[src/rtl/can_frame_sequencer.sv]
// Avalon-MM master that configures an SJA1000-style CAN controller (BasicCAN), launches TX frames and drains RX frames on interrupt.
// Optional bus-access watchdog enabled by defining CAN_SEQ_TIMEOUT_EN.
module can_frame_sequencer #(
  parameter logic [7:0]  CLKDIV   = 8'h07,
  parameter logic [7:0]  ACC_CODE = 8'h00,
  parameter logic [7:0]  ACC_MASK = 8'hFF,
  parameter logic [7:0]  BTR0     = 8'h00,
  parameter logic [7:0]  BTR1     = 8'h14,
  parameter logic [7:0]  OCR      = 8'h1A,
  parameter logic [15:0] TIMEOUT  = 16'd1024
) (
  input  logic        av_clk,
  input  logic        av_reset_n,
  output logic [7:0]  m_address,
  output logic        m_chipselect,
  output logic        m_write,
  output logic        m_read,
  output logic [31:0] m_writedata,
  input  logic [31:0] m_readdata,
  output logic [3:0]  m_byteenable,
  input  logic        m_waitrequest_n,
  input  logic        can_irq_n,
  input  logic        tx_valid,
  output logic        tx_ready,
  input  logic [10:0] tx_id,
  input  logic        tx_rtr,
  input  logic [3:0]  tx_dlc,
  input  logic [63:0] tx_data,
  output logic        rx_valid,
  input  logic        rx_ready,
  output logic [10:0] rx_id,
  output logic        rx_rtr,
  output logic [3:0]  rx_dlc,
  output logic [63:0] rx_data,
  output logic        init_done,
  output logic        tx_busy,
  output logic        tx_done,
  output logic        bus_err
);

  typedef enum logic [2:0] {
    S_INIT, S_IDLE, S_TX_LOAD, S_TX_CMD, S_IRQ_RD, S_RX_RD, S_RX_HOLD, S_RX_REL
  } state_t;

  state_t      r_state, w_state_nxt;
  logic [3:0]  r_step, w_step_nxt;
  logic        r_strobe, r_we;
  logic [7:0]  r_addr, r_wbyte;
  logic        r_init_done, r_tx_busy, r_tx_done, r_rx_valid;
  logic [10:0] r_tx_id;
  logic        r_tx_rtr;
  logic [3:0]  r_tx_dlc;
  logic [63:0] r_tx_data;
  logic [79:0] r_rx_buf;

  logic        w_done, w_tmo, w_launch, w_acc_req, w_acc_rd, w_tx_fire;
  logic [7:0]  w_acc_addr, w_acc_wdata, w_tx_byte, w_rd_byte;
  logic [3:0]  w_tx_nbytes;
  logic [2:0]  w_byte_idx;

  assign w_done      = r_strobe & m_waitrequest_n;
  assign w_launch    = ~r_strobe & w_acc_req;
  assign w_rd_byte   = m_readdata[7:0];
  assign w_tx_nbytes = r_tx_rtr ? 4'd0 : ((r_tx_dlc > 4'd8) ? 4'd8 : r_tx_dlc);
  assign w_byte_idx  = 3'(r_step - 4'd2);
  assign w_tx_byte   = r_tx_data[{3'd7 - w_byte_idx, 3'b111} -: 8];
  assign tx_ready    = (r_state == S_IDLE) & r_init_done & ~r_tx_busy & can_irq_n;
  assign w_tx_fire   = tx_valid & tx_ready;

  // Register address / write data for the access the current state performs
  always_comb begin
    w_acc_req   = 1'b1;
    w_acc_rd    = 1'b0;
    w_acc_addr  = '0;
    w_acc_wdata = '0;
    case (r_state)
      S_INIT: begin
        case (r_step)
          4'd0:    begin w_acc_addr = 8'd0;  w_acc_wdata = 8'h01;    end
          4'd1:    begin w_acc_addr = 8'd31; w_acc_wdata = CLKDIV;   end
          4'd2:    begin w_acc_addr = 8'd4;  w_acc_wdata = ACC_CODE; end
          4'd3:    begin w_acc_addr = 8'd5;  w_acc_wdata = ACC_MASK; end
          4'd4:    begin w_acc_addr = 8'd6;  w_acc_wdata = BTR0;     end
          4'd5:    begin w_acc_addr = 8'd7;  w_acc_wdata = BTR1;     end
          4'd6:    begin w_acc_addr = 8'd8;  w_acc_wdata = OCR;      end
          default: begin w_acc_addr = 8'd0;  w_acc_wdata = 8'h06;    end
        endcase
      end
      S_TX_LOAD: begin
        if (r_step == 4'd0) begin
          w_acc_addr = 8'd10; w_acc_wdata = r_tx_id[10:3];
        end else if (r_step == 4'd1) begin
          w_acc_addr = 8'd11; w_acc_wdata = {r_tx_id[2:0], r_tx_rtr, r_tx_dlc};
        end else begin
          w_acc_addr = 8'd10 + {4'd0, r_step}; w_acc_wdata = w_tx_byte;
        end
      end
      S_TX_CMD: begin w_acc_addr = 8'd1; w_acc_wdata = 8'h01; end
      S_IRQ_RD: begin w_acc_addr = 8'd3; w_acc_rd = 1'b1; end
      S_RX_RD:  begin w_acc_addr = 8'd20 + {4'd0, r_step}; w_acc_rd = 1'b1; end
      S_RX_REL: begin w_acc_addr = 8'd1; w_acc_wdata = 8'h04; end
      default:  w_acc_req = 1'b0;
    endcase
  end

  always_comb begin
    w_state_nxt = r_state;
    w_step_nxt  = r_step;
    case (r_state)
      S_INIT:
        if (w_done) begin
          if (r_step == 4'd7) begin w_state_nxt = S_IDLE; w_step_nxt = '0; end
          else w_step_nxt = r_step + 4'd1;
        end
      S_IDLE:
        if (!r_init_done) begin w_state_nxt = S_INIT; w_step_nxt = '0; end
        else if (!can_irq_n) w_state_nxt = S_IRQ_RD;
        else if (w_tx_fire) begin w_state_nxt = S_TX_LOAD; w_step_nxt = '0; end
      S_TX_LOAD:
        if (w_done) begin
          if (r_step == 4'd1 + w_tx_nbytes) begin w_state_nxt = S_TX_CMD; w_step_nxt = '0; end
          else w_step_nxt = r_step + 4'd1;
        end
      S_TX_CMD: if (w_done) w_state_nxt = S_IDLE;
      S_IRQ_RD:
        if (w_done) begin
          w_state_nxt = w_rd_byte[0] ? S_RX_RD : S_IDLE;
          w_step_nxt  = '0;
        end
      S_RX_RD:
        if (w_done) begin
          if (r_step == 4'd9) begin w_state_nxt = S_RX_HOLD; w_step_nxt = '0; end
          else w_step_nxt = r_step + 4'd1;
        end
      S_RX_HOLD: if (r_rx_valid && rx_ready) w_state_nxt = S_RX_REL;
      S_RX_REL:  if (w_done) w_state_nxt = S_IDLE;
      default:   w_state_nxt = S_INIT;
    endcase
    if (w_tmo) begin
      w_state_nxt = S_IDLE;
      w_step_nxt  = '0;
    end
  end

  always_ff @(posedge av_clk or negedge av_reset_n) begin
    if (!av_reset_n) begin
      r_state <= S_INIT;
      r_step  <= '0;
    end else begin
      r_state <= w_state_nxt;
      r_step  <= w_step_nxt;
    end
  end

  always_ff @(posedge av_clk or negedge av_reset_n) begin
    if (!av_reset_n) begin
      r_strobe    <= 1'b0;
      r_we        <= 1'b0;
      r_addr      <= '0;
      r_wbyte     <= '0;
      r_init_done <= 1'b0;
      r_tx_busy   <= 1'b0;
      r_tx_done   <= 1'b0;
      r_rx_valid  <= 1'b0;
      r_tx_id     <= '0;
      r_tx_rtr    <= 1'b0;
      r_tx_dlc    <= '0;
      r_tx_data   <= '0;
      r_rx_buf    <= '0;
    end else begin
      r_tx_done <= 1'b0;
      if (w_launch) begin
        r_strobe <= 1'b1;
        r_we     <= ~w_acc_rd;
        r_addr   <= w_acc_addr;
        r_wbyte  <= w_acc_wdata;
      end
      if (w_done) begin
        r_strobe <= 1'b0;
        case (r_state)
          S_INIT:   if (r_step == 4'd7) r_init_done <= 1'b1;
          S_TX_CMD: r_tx_busy <= 1'b1;
          S_IRQ_RD:
            if (w_rd_byte[1]) begin
              r_tx_busy <= 1'b0;
              r_tx_done <= 1'b1;
            end
          // Bytes 20..29 shift in so byte 20 ends up in the top octet
          S_RX_RD: begin
            r_rx_buf <= {r_rx_buf[71:0], w_rd_byte};
            if (r_step == 4'd9) r_rx_valid <= 1'b1;
          end
          default: ;
        endcase
      end
      if (w_tmo) begin
        r_strobe  <= 1'b0;
        r_tx_busy <= 1'b0;
      end
      if (w_tx_fire) begin
        r_tx_id   <= tx_id;
        r_tx_rtr  <= tx_rtr;
        r_tx_dlc  <= tx_dlc;
        r_tx_data <= tx_data;
      end
      if (r_state == S_RX_HOLD && r_rx_valid && rx_ready) r_rx_valid <= 1'b0;
    end
  end

`ifdef CAN_SEQ_TIMEOUT_EN
  logic [15:0] r_tcnt;
  logic        r_bus_err;

  always_ff @(posedge av_clk or negedge av_reset_n) begin
    if (!av_reset_n) begin
      r_tcnt    <= '0;
      r_bus_err <= 1'b0;
    end else begin
      if (!r_strobe || m_waitrequest_n) r_tcnt <= '0;
      else r_tcnt <= r_tcnt + 16'd1;
      if (w_tmo) r_bus_err <= 1'b1;
    end
  end

  assign w_tmo   = r_strobe & ~m_waitrequest_n & (r_tcnt == TIMEOUT - 16'd1);
  assign bus_err = r_bus_err;
`else
  assign w_tmo   = 1'b0;
  assign bus_err = 1'b0;
`endif

  logic w_unused;
  assign w_unused = ^{m_readdata[31:8], TIMEOUT};

  assign m_chipselect = r_strobe;
  assign m_write      = r_strobe & r_we;
  assign m_read       = r_strobe & ~r_we;
  assign m_address    = r_addr;
  assign m_writedata  = {24'h0, r_wbyte};
  assign m_byteenable = r_strobe ? 4'b0001 : 4'b0000;
  assign init_done    = r_init_done;
  assign tx_busy      = r_tx_busy;
  assign tx_done      = r_tx_done;
  assign rx_valid     = r_rx_valid;
  assign rx_id        = {r_rx_buf[79:72], r_rx_buf[71:69]};
  assign rx_rtr       = r_rx_buf[68];
  assign rx_dlc       = r_rx_buf[67:64];
  assign rx_data      = r_rx_buf[63:0];

endmodule

[config.mk]
export PLATFORM = sky130hd
export DESIGN_NAME = can_frame_sequencer
export DESIGN_NICKNAME = d
export VERILOG_FILES = /design/src/rtl/can_frame_sequencer.sv
export SDC_FILE = /design/constraint.sdc
export NUM_CORES = 1
export LEC_CHECK = 0
export ABC_AREA = 1
export CAP_MARGIN = 20
export CORE_UTILIZATION = 45
export DETAILED_ROUTE_END_ITERATION = 8
export MAX_ROUTING_LAYER = met4
export PLACE_DENSITY = 0.76
export RECOVER_POWER = 100
export SLEW_MARGIN = 20
export SYNTH_ARGS = -nofsm -noshare
export SYNTH_HDL_FRONTEND = slang
export SYNTH_SLANG_ARGS = --single-unit
export TNS_END_PERCENT = 50
[constraint.sdc]
create_clock -name av_clk -period 4.5 [get_ports av_clk]
set_input_delay 0.675 -clock av_clk [delete_from_list [all_inputs] [get_ports av_clk]]
set_output_delay 0.675 -clock av_clk [all_outputs]
set_load 0.03 [all_outputs]
After elaboration in Yosys (flattened, before gate mapping)
Index checks and enable logic that the tools add are counted.

Register bits: 189. Input port bits: 118. Output and inout port bits: 133. Logic and storage cells: 134.

$add $sub $neg: 6. $lt $le $gt $ge: 1. Equal/unequal tests: 29. Shift-type cells: 1. Muxes and demuxes: 49. Bitwise logic cells: 12. Reduce and logical (&&, ||, !) cells: 21.

Operator list (count): variable part select 71 x 7 -> 8 bit (1); 2-to-1 mux 4 bit (12); one-hot mux 8 bit (6 select lines) (1); 2-to-1 mux 3 bit (13); one-hot mux 8 bit (4 select lines) (1); one-hot mux 5 bit (6 select lines) (1); one-hot mux 6 bit (5 select lines) (1); one-hot mux 3 bit (7 select lines) (1); one-hot mux 4 bit (5 select lines) (1); inequality test 2 bit, second input constant (9); == test 4 x 3 -> 1 bit, second input constant (4); 2-to-1 mux 8 bit (2); 2-to-1 mux 1 bit (13); == test 3 bit, second input constant (4); 2-to-1 mux 5 bit (2); AND reduction 10 bit (1); nonzero test 2 bit (5); AND reduction 3 bit (3); bitwise AND 1 bit (8); == test 4 x 2 -> 1 bit, second input constant (2); AND reduction 7 bit (1); adder 5 x 4 -> 6 bit, first input constant (1); == test 3 x 2 -> 1 bit, second input constant (2); inequality test 3 bit, second input constant (2); 21 further kinds (28).

Logic depth before layout (Yosys ltp)
Word-level depth: 9. Gate-level depth with buffers: 15. Gate-level depth less buffers: 15.

Worst setup path after synthesis
Ideal clock, no wire load.

Kind: register to register. Start: register r_step[1]. End: register r_wbyte[0]. Arrival: 1852 ps. Slack: 2531 ps. Stages on the path, launching flop included: 14. Buffers on the path: 3. Clock period less this slack: 1969 ps. Cells stage by stage: dfrtp_1 > buf_2 > inv_1 > buf_2 > ha_1 > nand2_1 > clkbuf_1 > nor2_1 > a21oi_1 > nand2_1 > nand2_1 > nand2_1 > nand2_1 > nand2_1.

Word-level cells in the longest chain between the ends: 6.

RTL lines: from (decl) (RTL line 46) `logic [3:0] r_step, w_step_nxt;`; from (signal assigned) (RTL line 151) `r_step <= w_step_nxt;`; subtractor 3 x 2 -> 3 bit (RTL line 65) `assign w_byte_idx = 3'(r_step - 4'd2);`; subtractor 3 bit (RTL line 66) `assign w_tx_byte = r_tx_data[{3'd7 - w_byte_idx, 3'b111} -: 8];`; variable part select 71 x 7 -> 8 bit (RTL line 66); 2-to-1 mux 8 bit (RTL line 92) `end else if (r_step == 4'd1) begin`; 2-to-1 mux 8 bit (RTL line 90) `if (r_step == 4'd0) begin`; one-hot mux 8 bit (4 select lines) * (RTL line 76) `case (r_state)`; to (signal assigned) (RTL line 176) `r_wbyte <= w_acc_wdata;`; to (decl) (RTL line 48) `logic [7:0] r_addr, r_wbyte;`.

Every way passes the cells marked *; elsewhere a longest branch is shown, timed or not. A chain may end at the register's enable or synchronous reset.

Worst setup path in the final report
Start: register r_state[1]. End: output port tx_ready.

Word-level cells in the longest chain between the ends: 4.

RTL lines: from (decl) (RTL line 45) `state_t r_state, w_state_nxt;`; from (signal assigned) (RTL line 150) `r_state <= w_state_nxt;`; == test 3 x 1 -> 1 bit (RTL line 67) `assign tx_ready = (r_state == S_IDLE) & r_init_done & ~r_tx_busy & can_irq_n;`; bitwise AND 1 bit (3 in series) (RTL line 67); to (decl) (RTL line 24) `output logic tx_ready,`.

Every way passes these cells.

==> flow_metrics.py <==
metrics = {
    "placed_design": {
        "hpwl_um": 15000,
        "gp_congestion": 0.905,
        "placed_area_sq_um": 10900,
        "portBuffers": 196,
        "dp_slack_ps": 1450,
    },
    "logic_synthesis": {
        "ys_ff_latch": 187,
        "synth-edff-count": 0,
        "yosysSeqAreaShare": 0.527,
        "ys.flop_type": "dfrtp_1",
        "async_reset_ff_frac": 1.00,
        "netlist_top_cells_count": "nand2_1, dfrtp_1, nor2_1",
        "mappedNetlistArea_sq_um": 8890,
        "netlist_instances": 994,
        "netlist.area_leader.share": 0.527,
        "syn_area_per_cell_sq_um": 8.94,
        "yosys_warnings": 0,
        "synth_area_leaders": "dfrtp_1, nand2_1, mux2_2, nor2_1, a21oi_1",
        "synth.distinct_cells": 33,
        "yosysTopAreaCell": "dfrtp_1",
        "synthMostInstantiatedCell": "nand2_1",
    },
    "cells_and_area": {
        "final_area_sq_um": 11400,
        "fin_nets": 1298,
        "area_delta_synth_final_pct": 28.0,
        "drive_gt1_frac": 0.0770,
        "diodes": 0,
    },
    "clocking": {
        "cts_inserted_buffers": 17,
        "cts_resized": 0,
        "clockRootBuffer": "clkbuf_16",
        "clkTransAtPathRegs_ps": 70,
        "clock_path_buffers": 2,
        "worstSkewPairLatency_ps": 430,
        "postCtsSetupRepairBufs": 0,
        "cts.sinks": 187,
        "cts_tree": "yes",
        "htree_levels": 4,
        "cts_hold_repair.buffers": 0,
    },
    "die": {
        "core_sq_um": 19400,
        "start_util": 0.458,
        "rows": 51,
        "die_w_um": 143,
        "fp.dieH_um": 143,
        "die_area_sq_um": 20300,
        "io_pins": 251,
    },
    "timing": {
        "rsz0062_at_grt": "no",
        "worst_slack_ps": 1170,
        "finalHoldViolations": 0,
        "drv_slew": 107,
        "clock_skew_ps": 14.8,
        "slew_headroom": -0.785,
        "setup_viol": 0,
        "timing.final.crit_share": 0.741,
        "clock.fmax_mhz": 300,
        "worst-slew-pin-transition_ps": 2680,
        "min_period_ps": 3330,
        "totalNegativeSetupSlack_ps": 0,
    },
    "critical_path": {
        "cp-end-kind": "output port",
        "reg2reg_to": "r_wbyte[5]",
        "cp_data_required_time_ps": 3830,
        "crit_path_start": "r_state[1]",
        "crit_type": "flop to output port",
        "crit_end": "tx_ready",
        "rrSetupSlack_ps": 1530,
        "startpoint_type": "flop",
        "path_max_fanout": 6,
        "worstPathArrival_ps": 2660,
        "rr_startpoint": "r_step[1]",
        "reg2regPathDepth": 12,
    },
    "global_routing": {
        "grt_pass1_vias": 6915,
        "grt-ovfl-total": 0,
        "antenna_found_initial": 0,
        "track_usage": 0.221,
        "grt_first_pass_wirelength_um": 33800,
        "grt_start_max_net_pins": 155,
    },
    "routing": {
        "drcViolationCount": 0,
        "vias": 7159,
        "detail_route.wl_per_cell_um": 14.4,
        "avgViaCountPerCell": 4.95,
        "ant_nets": 0,
        "firstDrtPassIters": 5,
        "finalWirelength_um": 20800,
        "first_iter_violations": 333,
    },
    "power_and_ir_drop": {
        "total_power_w": 0.00831,
        "worst_ir_drop_vdd_uv": 309,
        "p_leak_nw": 5.53,
        "p_per_area_nw_per_um2": 731,
    },
    "outcome": {
        "outcome": "finished, violations left",
        "failed_checks": "capacitance limit, slew limit",
    },
    "worst_hold_path": {
        "hold_class": "flop to flop",
    },
    "run": {
        "timing.max_cap.violations": 1,
    },
}
[kinds of logic (layout without fill, tap and decap cells)]
kind of cell	after synthesis	count (layout)	share of synthesized area
AND/OR/NAND/NOR	396	396	0.180
flip-flops	187	187	0.527
buffers and inverters	171	330	0.0957
AO/OA/AOI/OAI	164	164	0.0976
multiplexers	63	63	0.0840
adder cells (fa/ha/maj)	10	10	0.0141
XOR/XNOR	2	2	0.00197
other	1	30	0.000422
[critical path: stages, from the launching register on]
cell,delay [ps]
dfrtp_1,450
inv_1,150
nand2_1,100
nor2_1,390
nand3_1,230
nor2_1,130
dlygate4sd3_1,780
[where the power goes]
part	internal (W)	total, W	switching (W)	leakage [nW]
registers	0.00239	0.00280	0.000412	2.26
clock network	0.000777	0.00145	0.000674	0.266
logic	0.00146	0.00406	0.00260	3.01
total	0.00463	0.00831	0.00368	5.53
[worst min-delay path by stage]
stage	startpoint	to	slack, ps	cells after the start
finish	r_wbyte[6]	r_wbyte[6]	470	2
global route	r_wbyte[6]	r_wbyte[6]	490	2
CTS	av_reset_n	r_rx_buf[76]	390	1
detailed placement	m_address[5]	m_address[5]	470	2
global placement	r_wbyte[6]	r_wbyte[6]	470	2
floorplan	av_reset_n	init_done	380	0
[layout by cell type (no fill, tap or decap), drive strengths merged, types with 2 or more instances in the layout]
master           n
inv            101
dfrtp          187
o211ai           7
nand4            5
nand2          199
clkdlybuf4s50   90
o22ai            2
clkinvlp         4
nand3           44
clkinv           3
mux2            63
a21oi           80
a2bb2oi          3
xnor2            2
buf              6
clkbuf          20
dlygate4sd3    105
ha              10
nor2           144
a211oi           2
o21ai           67
nor3             4
conb            30
[metrics by stage]
stage,hold slack (ps),utilization,instances
global route,492,0.586,1447
floorplan,379,-,1023
finish,473,0.586,1447
global placement,467,0.561,1416
CTS,392,0.590,1447
detailed placement,470,0.561,1416
[per-layer routing]
metal / up-vias / wire, um / global-route usage
met1: 3411 / 9190 / 0.278
met3: 16 / 1310 / 0.0538
met2: 228 / 10100 / 0.359
li1: 3504 / - / -
met4: 0 / 261 / 0.0549
met5: - / 0 / -
[area by class of cell]
class / instances / area (sq um)
repair buffers: 203 / 2030
clock buffers: 18 / 429
clock inverters: 13 / 134
fillers: 1714 / 8030
inverters: 96 / 360
flip-flops and latches: 187 / 4680
well taps: 265 / 332
multi-input cells: 665 / 3410
[sequential cells by signal, indices dropped and copies added (netlist names)]
signal / count
r_state: 3
r_tx_id: 11
r_step: 4
tx_done: 1
tx_busy: 1
r_tx_rtr: 1
m_address: 6
r_we: 1
rx_valid: 1
init_done: 1
r_tx_data: 64
r_rx_buf: 80
m_chipselect: 1
r_tx_dlc: 4
r_wbyte: 8
(Power assumes the default switching activity.)
